## src/rtl/vec_ext_pkg.sv

```systemverilog
// Shared definitions for the streaming extremum reducer: mode encodings,
// FSM state type and the strict "a beats b" comparison used at every merge point.
package vec_ext_pkg;

  localparam logic MODE_MIN = 1'b0;
  localparam logic MODE_MAX = 1'b1;

  typedef enum logic {
    ST_IDLE,
    ST_ACCUM
  } state_t;

  // Operands arrive zero-extended to 64 bits; shifting them to the top aligns the
  // real sign bit so one signed or unsigned compare serves any width up to 64.
  function automatic logic ext_better(input logic [63:0] a,
                                      input logic [63:0] b,
                                      input logic        mode,
                                      input logic        signed_cmp,
                                      input int          width);
    logic [63:0] aa;
    logic [63:0] bb;
    logic        lt;
    logic        gt;
    aa = a << (64 - width);
    bb = b << (64 - width);
    if (signed_cmp) begin
      lt = $signed(aa) < $signed(bb);
      gt = $signed(aa) > $signed(bb);
    end else begin
      lt = aa < bb;
      gt = aa > bb;
    end
    return (mode == MODE_MAX) ? gt : lt;
  endfunction

endpackage

```

## src/rtl/vec_ext_lane_tree.sv

```systemverilog
// Combinational reduction of one beat's LANES elements to their extremum.
// Define VEC_EXT_INDEX_EN to also return the winning lane number.
module vec_ext_lane_tree
  import vec_ext_pkg::*;
#(
  parameter int  DATA_WIDTH = 16,
  parameter int  LANES      = 8,
  parameter int  SIGNED     = 1,
  localparam int LANE_W     = (LANES > 1) ? $clog2(LANES) : 1
) (
  input  logic                        mode_max,
  input  logic [DATA_WIDTH*LANES-1:0] lane_data,
  output logic [DATA_WIDTH-1:0]       best_val
`ifdef VEC_EXT_INDEX_EN
  ,
  output logic [LANE_W-1:0]           best_lane
`endif
);

  localparam int LVL   = (LANES > 1) ? $clog2(LANES) : 0;
  localparam int NP    = 1 << LVL;
  localparam int NODES = 2 * NP - 1;

  logic [DATA_WIDTH*NP-1:0] padded;
  logic [DATA_WIDTH-1:0]    node_val [NODES];
  logic                     node_vld [NODES];
`ifdef VEC_EXT_INDEX_EN
  logic [LANE_W-1:0]        node_lane [NODES];
`endif

  assign padded = (DATA_WIDTH*NP)'(lane_data);

  // Heap-ordered tree: leaves at NP-1.., children of n at 2n+1 (lower lanes) and 2n+2.
  // The right child only wins when strictly better, so ties keep the lower lane.
  always_comb begin
    for (int i = 0; i < NP; i++) begin
      node_val[NP-1+i] = padded[DATA_WIDTH*i +: DATA_WIDTH];
      node_vld[NP-1+i] = (i < LANES);
`ifdef VEC_EXT_INDEX_EN
      node_lane[NP-1+i] = LANE_W'(i);
`endif
    end
    for (int n = NP - 2; n >= 0; n--) begin
      if (node_vld[2*n+2] &&
          ext_better(64'(node_val[2*n+2]), 64'(node_val[2*n+1]), mode_max,
                     SIGNED != 0, DATA_WIDTH)) begin
        node_val[n] = node_val[2*n+2];
`ifdef VEC_EXT_INDEX_EN
        node_lane[n] = node_lane[2*n+2];
`endif
      end else begin
        node_val[n] = node_val[2*n+1];
`ifdef VEC_EXT_INDEX_EN
        node_lane[n] = node_lane[2*n+1];
`endif
      end
      node_vld[n] = node_vld[2*n+1] || node_vld[2*n+2];
    end
  end

  assign best_val = node_val[0];
`ifdef VEC_EXT_INDEX_EN
  assign best_lane = node_lane[0];
`endif

endmodule

```

## src/rtl/vec_extremum_stream.sv

```systemverilog
// Streaming min/max reducer over VEC_LENGTH-element vectors arriving LANES per beat.
// Define VEC_EXT_INDEX_EN to add the out_idx port and element-index tracking.
module vec_extremum_stream
  import vec_ext_pkg::*;
#(
  parameter int  DATA_WIDTH = 16,
  parameter int  VEC_LENGTH = 64,
  parameter int  LANES      = 8,
  parameter int  SIGNED     = 1,
  localparam int BEATS      = VEC_LENGTH / LANES,
  localparam int IDX_W      = (VEC_LENGTH > 1) ? $clog2(VEC_LENGTH) : 1
) (
  input  logic                        clk,
  input  logic                        rst_n,
  input  logic                        mode_max,
  input  logic                        in_valid,
  output logic                        in_ready,
  input  logic [DATA_WIDTH*LANES-1:0] in_data,
  output logic                        out_valid,
  input  logic                        out_ready,
  output logic [DATA_WIDTH-1:0]       out_data
`ifdef VEC_EXT_INDEX_EN
  ,
  output logic [IDX_W-1:0]            out_idx
`endif
);

  localparam int               CNT_W    = (BEATS > 1) ? $clog2(BEATS) : 1;
  localparam int               LANE_W   = (LANES > 1) ? $clog2(LANES) : 1;
  localparam logic [CNT_W-1:0] LAST_CNT = CNT_W'(BEATS - 1);

  state_t                state;
  state_t                state_next;
  logic [CNT_W-1:0]      cnt;
  logic                  mode_q;
  logic                  eff_mode;
  logic                  accept;
  logic                  is_first;
  logic                  is_last;
  logic                  beat_wins;
  logic [DATA_WIDTH-1:0] acc_val;
  logic [DATA_WIDTH-1:0] beat_val;
  logic [DATA_WIDTH-1:0] merged_val;
`ifdef VEC_EXT_INDEX_EN
  logic [LANE_W-1:0]     beat_lane;
  logic [IDX_W-1:0]      acc_idx;
  logic [IDX_W-1:0]      beat_idx;
  logic [IDX_W-1:0]      merged_idx;
`endif

  assign in_ready = !(out_valid && !out_ready);
  assign accept   = in_valid && in_ready;
  assign is_first = (state == ST_IDLE);
  assign is_last  = (cnt == LAST_CNT);
  // The first beat reduces with the live mode input; later beats use the latched copy.
  assign eff_mode = is_first ? mode_max : mode_q;

  vec_ext_lane_tree #(
    .DATA_WIDTH (DATA_WIDTH),
    .LANES      (LANES),
    .SIGNED     (SIGNED)
  ) u_tree (
    .mode_max  (eff_mode),
    .lane_data (in_data),
    .best_val  (beat_val)
`ifdef VEC_EXT_INDEX_EN
    ,
    .best_lane (beat_lane)
`endif
  );

  // The accumulator always holds lower indices than the current beat, so strict compare keeps ties.
  assign beat_wins  = ext_better(64'(beat_val), 64'(acc_val), eff_mode, SIGNED != 0, DATA_WIDTH);
  assign merged_val = (is_first || beat_wins) ? beat_val : acc_val;
`ifdef VEC_EXT_INDEX_EN
  assign beat_idx   = IDX_W'(cnt) * IDX_W'(LANES) + IDX_W'(beat_lane);
  assign merged_idx = (is_first || beat_wins) ? beat_idx : acc_idx;
`endif

  always_ff @(posedge clk or negedge rst_n) begin
    if (!rst_n) begin
      state <= ST_IDLE;
    end else begin
      state <= state_next;
    end
  end

  always_comb begin
    state_next = state;
    if (accept) begin
      state_next = is_last ? ST_IDLE : ST_ACCUM;
    end
  end

  always_ff @(posedge clk or negedge rst_n) begin
    if (!rst_n) begin
      cnt       <= '0;
      mode_q    <= MODE_MIN;
      acc_val   <= '0;
      out_valid <= 1'b0;
      out_data  <= '0;
    end else begin
      if (out_valid && out_ready) begin
        out_valid <= 1'b0;
      end
      if (accept) begin
        if (is_first) begin
          mode_q <= mode_max;
        end
        acc_val <= merged_val;
        if (is_last) begin
          cnt       <= '0;
          out_valid <= 1'b1;
          out_data  <= merged_val;
        end else begin
          cnt <= cnt + CNT_W'(1);
        end
      end
    end
  end

`ifdef VEC_EXT_INDEX_EN
  always_ff @(posedge clk or negedge rst_n) begin
    if (!rst_n) begin
      acc_idx <= '0;
      out_idx <= '0;
    end else if (accept) begin
      acc_idx <= merged_idx;
      if (is_last) begin
        out_idx <= merged_idx;
      end
    end
  end
`endif

endmodule

```

## config.mk

```make
export PLATFORM = sky130hd
export DESIGN_NAME = vec_extremum_stream
export DESIGN_NICKNAME = d
export VERILOG_FILES = /design/src/rtl/vec_ext_pkg.sv /design/src/rtl/vec_ext_lane_tree.sv /design/src/rtl/vec_extremum_stream.sv
export SDC_FILE = /design/constraint.sdc
export NUM_CORES = 1
export LEC_CHECK = 0
export CAP_MARGIN = 20
export CORE_MARGIN = 1
export CORE_UTILIZATION = 59
export DETAILED_ROUTE_END_ITERATION = 16
export HOLD_SLACK_MARGIN = 0.02
export PLACE_DENSITY_LB_ADDON = 0.25
export SKIP_CTS_REPAIR_TIMING = 1
export SYNTH_ARGS = -nofsm -noshare
export SYNTH_HDL_FRONTEND = slang
export SYNTH_HIERARCHICAL = 1
export SYNTH_SLANG_ARGS = --single-unit
```

## constraint.sdc

```tcl
create_clock -name clk -period 22.7 [get_ports clk]
set_input_delay 4.54 -clock clk [delete_from_list [all_inputs] [get_ports clk]]
set_output_delay 4.54 -clock clk [all_outputs]
set_load 0.02 [all_outputs]
```

== Word level (Yosys, flattened, before mapping) ==
Index checks and enable logic that the tools add are counted.

* $add $sub $neg: 1
* Multiplexer cells: 22
* Reductions and logical operators: 7
* Equality and inequality tests: 1
* Bitwise logic cells: 1
* $lt $le $gt $ge: 16

{| class="wikitable"
|+ Operator list
! cell !! count
|-
| $gt 64x64->1 || 8
|-
| $lt 64x64->1 || 8
|-
| $mux 16 || 8
|-
| $mux 1 || 13
|-
| $add 3x1->3 const B || 1
|-
| $eq 3x3->1 const B || 1
|-
| $logic_and 1x1->1 || 3
|-
| $mux 3 || 1
|-
| $logic_not 1->1 || 2
|-
| $reduce_and 2->1 || 1
|-
| $logic_or 1x1->1 || 1
|-
| $not 1->1 || 1
|}

* Input bits: 133
* Bits in registers: 38
* Output and inout bits: 18
* Logic and storage cells: 54

== Longest topological paths before layout ==
* Depth after elaboration: 13
* Depth in mapped cells: 47
* Mapped depth without buffers: 43

== Hierarchy ==
The synthesis kept the hierarchy.

{| class="wikitable"
|+ Modules (own cells, without submodules)
! module !! cells an instance !! area an instance (um^2) !! times used !! seq. area each (um^2)
|-
| vec_ext_lane_tree || 757 || 5485.3 || 1 || 0.0
|-
| vec_extremum_stream || 215 || 2215.9 || 1 || 950.9
|}

== Worst setup path after synthesis ==
Ideal clock, no wire load.

* Kind: input-to-reg
* Start point: in in_data[69]
* End point: reg acc_val[10]
* Data required time: 22.575 ns
* Stages on the path: 45
* Path slack: 8.586 ns
* Buffers on the path: 7
* Setup time: 0.125 ns
* Arrival: 13.989 ns
* Cells stage by stage: inv_1 -> ha_1 -> a211oi_1 -> nor2_1 -> o21a_1 -> or4b_2 -> o21ai_0 -> mux2i_1 -> clkbuf_1 -> clkbuf_1 -> a21oi_1 -> ha_1 -> a21o_1 -> a21o_1 -> a211o_1 -> o22a_1 -> nor2b_1 -> o41ai_1 -> [9 not listed] -> a21oi_1 -> nor2b_1 -> o21ai_0 -> a31oi_1 -> mux2_2 -> clkbuf_1 -> a21oi_1 -> o2bb2ai_1 -> ha_1 -> nand4_2 -> or4_4 -> a21oi_2 -> nor3_2 -> mux2_4 -> or3_1 -> buf_6 -> buf_12 -> mux2_4

* Cells in the longest elaborated chain, start to end: 13
* Elaborated cells between the ends (all ways): 17
* Classes of those cells: 8 x order compare; 8 x mux; 1 x reduce/logical

{| class="wikitable"
|+ RTL lines
! element !! RTL line !! RTL
|-
| start, declared || vec_extremum_stream.sv:18 || <nowiki>input logic [DATA_WIDTH*LANES-1:0] in_data,</nowiki>
|-
| $lt 64x64->1 / $gt 64x64->1 (equally long branches) || vec_ext_pkg.sv:27, vec_ext_pkg.sv:28 ||
|-
| $mux 1 || vec_ext_pkg.sv:33 || <nowiki>return (mode == MODE_MAX) ? gt : lt;</nowiki>
|-
| $mux 16 * || vec_ext_lane_tree.sv:44 || <nowiki>if (node_vld[2*n+2] &&</nowiki>
|-
| $lt 64x64->1 / $gt 64x64->1 (equally long branches) || vec_ext_pkg.sv:27, vec_ext_pkg.sv:28 ||
|-
| $mux 1 || vec_ext_pkg.sv:33 ||
|-
| $mux 16 * || vec_ext_lane_tree.sv:44 ||
|-
| $lt 64x64->1 / $gt 64x64->1 (equally long branches) || vec_ext_pkg.sv:27, vec_ext_pkg.sv:28 ||
|-
| $mux 1 || vec_ext_pkg.sv:33 ||
|-
| $mux 16 * || vec_ext_lane_tree.sv:44 ||
|-
| named net beat_val[14] || vec_extremum_stream.sv:42 || <nowiki>logic [DATA_WIDTH-1:0] beat_val;</nowiki>
|-
| $lt 64x64->1 / $gt 64x64->1 (equally long branches) || vec_ext_pkg.sv:27, vec_ext_pkg.sv:28 ||
|-
| $mux 1 * || vec_ext_pkg.sv:33 ||
|-
| $logic_or 1x1->1 * || vec_extremum_stream.sv:74 || <nowiki>assign merged_val = (is_first || beat_wins) ? beat_val : acc_val;</nowiki>
|-
| $mux 16 * || vec_extremum_stream.sv:74 ||
|-
| end signal, assigned || vec_extremum_stream.sv:110 || <nowiki>acc_val <= merged_val;</nowiki>
|-
| end, declared || vec_extremum_stream.sv:41 || <nowiki>logic [DATA_WIDTH-1:0] acc_val;</nowiki>
|}

Mark *: on every way through the listed nets, which the timed path passes. The rest lies on a longest branch.
A chain may end at the register's enable or synchronous reset.

== Worst setup path in the final report ==
* Start point: in in_data[15]
* End point: reg acc_val[8]

Same word-level chain as after synthesis.

==> results.txt <==
The setup slack of the worst register-to-register path is 11.26 ns. The final critical-path required period is 16.28 ns. The fraction of synthesized cell area taken by the top area cell type is 20.8%. The clock skew after layout came out at 0.00836 ns. The die span in x is 116 µm.

The number of global-route vias before repair was 7709. The count of nets left with antenna violations once routing finished came out at 0. The final HPWL from detailed placement came out at 17.7 mm.

The count of flip-flops with a built-in enable after synthesis came out at 0. The repair_antennas step left the layout with diodes totalling 0. The biggest fanout along the worst timing path is 17.

The iteration-0 DRC count of the detailed router is 662. The die height is 116 µm. The count of unresolved DRC violations after routing came out at 0. At the worst endpoint, the required time is 22.86 ns. Entering global routing, the biggest net connects 42 pins. The floorplan core area is 12700 µm². Global routing used 33.2% of the available tracks. The first-pass GRT wire length is 35.8 mm. STA classifies the critical path endpoint as a flip-flop. The area added between synthesis and finish came out at 22.4%. The detail-routed via count per cell came out at 6.33. The cell total after placement is 1256. For this run, asynchronously set or reset flops after synthesis account for 100%. The combined flip-flop and latch cell area came out at 951 µm².

The Yosys warning count came out at 6. The reported max-cap violation count is 0. The max-slew violation count is 0. The proportion of layout cells with a drive suffix above 1 came out at 9.87%. Setup repair after global routing left no endpoint under its margin. The initial antenna violation count came out at 0. Clock tree synthesis selected as its root buffer the cell sky130_fd_sc_hd__clkbuf_16.

The signal arrival time at the worst endpoint came out at 16.44 ns. The final layout contains routed wiring with a total length of 22.3 mm. The min-delay analysis places its worst path in the category reg2reg. The total overflow reported by the global router came out at 0. The largest total area in the synthesized netlist belongs to sky130_fd_sc_hd__ha_1.

Counting every net in the synthesized netlist gives 1233. The post-synthesis sequential area ratio is 12.3%. The maximum frequency from static timing analysis is 61.4 MHz.

The final instance count without filler cells came out at 1266. The kind of start point of the critical path is an input port. By startpoint and endpoint, the worst setup path is classified as in2reg. The most instantiated flip-flop cell in the synthesis netlist is sky130_fd_sc_hd__dfrtp_1. The floorplan has 41 rows. The critical-path cell with the highest stage delay is sky130_fd_sc_hd__or3_1. The synthesized area per cell came out at 7.92 µm². The clock sink count is 38. The run finished with clean final reports. The number of storage elements in the synthesis netlist came out at 38. The count of input and output buffers came out at 150.

For this run, the slowest stage of the critical path takes 0.75 ns. The number of H-tree levels came out at 2. The floorplan die area is 13500 µm².

The hold violation count in the final report came to 0. Fill cells in the final layout number 998. The number of setup violations in the final report is 0. The cell count after synthesis came out at 972.

The via count came out at 8020. The relative slew slack is 31.6%. No sink is reached through more buffers than the 2 on the longest clock path.

In the post-synthesis netlist, the biggest area contributors are sky130_fd_sc_hd__ha_1 (21%), sky130_fd_sc_hd__dfrtp_1 (12%), sky130_fd_sc_hd__mux2_2 (7.3%). The most numerous cell type found on the critical path is sky130_fd_sc_hd__ha_1. The slew at the pin closest to its max-slew limit is 1.03 ns.

The insertion delay of the later-clocked pin in the worst-skew pair came out at 0.28 ns. The number of buffers added by the clock tree synthesis step came out at 5. The number of top-level design ports came out at 151. In the final routed layout, each cell accounts on average for 17.6 µm. The netlist uses 82 different library cells.

The share of the clock period used by the worst path after layout is 71.7%. The clock tree from TritonCTS is done. Clock-pin slew was measured on the worst setup and hold paths at 0.05 ns. The multi-input logic area is 6120 µm². The initial standard-cell utilization of the core is 60.8%. The final layout contains 1354 nets.

The length of the first detailed-routing pass in iterations came out at 5. The mapped netlist covers 7700 µm². Routability-driven placement finished with a final weighted congestion of 0.959. The accumulated negative setup slack is 0 ns.
critical path, delay by kind of cell:
kind / cells / cell delay, ns
compound gates: 18 / 4.78
fa+ha+maj: 4 / 1.63
buf+inv: 4 / 1.07
mux: 5 / 2.16
simple gates: 8 / 2.23
Yosys cell counts, drive strengths merged (4+ instances only):
| cell type | n |
|---|---|
| ha | 128 |
| inv | 110 |
| a21oi | 75 |
| nand2 | 70 |
| mux2 | 62 |
| nor2 | 62 |
| mux2i | 40 |
| nand4 | 40 |
| dfrtp | 38 |
| o211ai | 31 |
| clkbuf | 30 |
| nand3 | 30 |
| o22ai | 29 |
| a21o | 28 |
| o21ai | 24 |
| buf | 16 |
| nor3 | 15 |
| nor2b | 13 |
| a211o | 11 |
| nand2b | 11 |
| a211oi | 8 |
| o21a | 8 |
| a22oi | 7 |
| o21bai | 7 |
| o221ai | 7 |
| a32oi | 6 |
| o31ai | 6 |
| a21boi | 4 |
| and3 | 4 |
| nor4 | 4 |
| or4 | 4 |
path summary, 6_finish.rpt:
| path | startpoint | end | cells after the start |
|---|---|---|---|
| setup / recovery | in_data[15] | acc_val[8] | 39 |
| hold / removal | out_data[11] | out_data[11] | 2 |
| setup reg to reg | state | acc_val[8] | 39 |
| hold reg to reg | out_data[11] | out_data[11] | 2 |
| max in group asynchronous | rst_n | acc_val[0] | 1 |
| min in group asynchronous | rst_n | acc_val[5] | 1 |
cell usage in the layout (no fill, tap or decap), drive strengths merged, types with 6 or more instances in the layout:
cell type,count
mux2,62
ha,128
o22ai,29
a22oi,7
a32oi,6
a211oi,8
o21a,8
buf,11
nand2b,11
a21oi,75
clkbuf,7
o221ai,7
nand3,30
o211ai,31
o31ai,6
nor2,62
dfrtp,38
nand4,40
a211o,11
clkdlybuf4s50,149
inv,110
nor3,15
o21ai,24
a21o,28
mux2i,40
o21bai,7
nor2b,13
nand2,70
flip-flops by register name (all words and copies together), names as in the netlist:
name       flops
out_valid      1
state          1
cnt            3
acc_val       16
out_data      16
mode_q         1
metal layers:
layer	GRT usage, %	wire length [µm]	up-vias
met5	0	0	-
met4	13.8	818	0
met3	6.18	2090	61
met2	54.5	9940	386
met1	42.6	9490	3696
li1	-	-	3877
stage by stage:
stage	hold slack, ns	area, µm²	util [%]	setup WS (ns)
after global routing	0.498	9420	74.4	5.66
after CTS	0.477	9400	74.2	6.42
after floorplan	0.480	7700	-	8.59
final	0.474	9420	74.4	6.42
after global placement	0.461	9250	73.0	6.49
after detailed placement	0.465	9250	73.0	6.22
layout make-up:
type	instances	share of cell area, %
clock inverters	1	0.0531
clock buffers	7	1.51
repair buffers	160	16.8
flip-flops and latches	38	10.1
multi-input cells	778	64.9
well taps	172	2.28
inverters	110	4.38
kinds of logic (layout without fill, tap and decap cells):
kind of cell	after synthesis	count (layout)	synth area share, %
xor gates and xnor gates	2	2	0.325
adders and majority gates	128	128	20.8
AOI/OAI and AO/OA	281	281	25.7
muxes	104	104	15.4
and+or+nand+nor	263	263	17.2
buffers and inverters	156	278	8.32
DFF	38	38	12.3
Power is left out: the tool's default activity adds up to more than one toggle a clock period on the data nets, which glitch-free logic cannot reach.
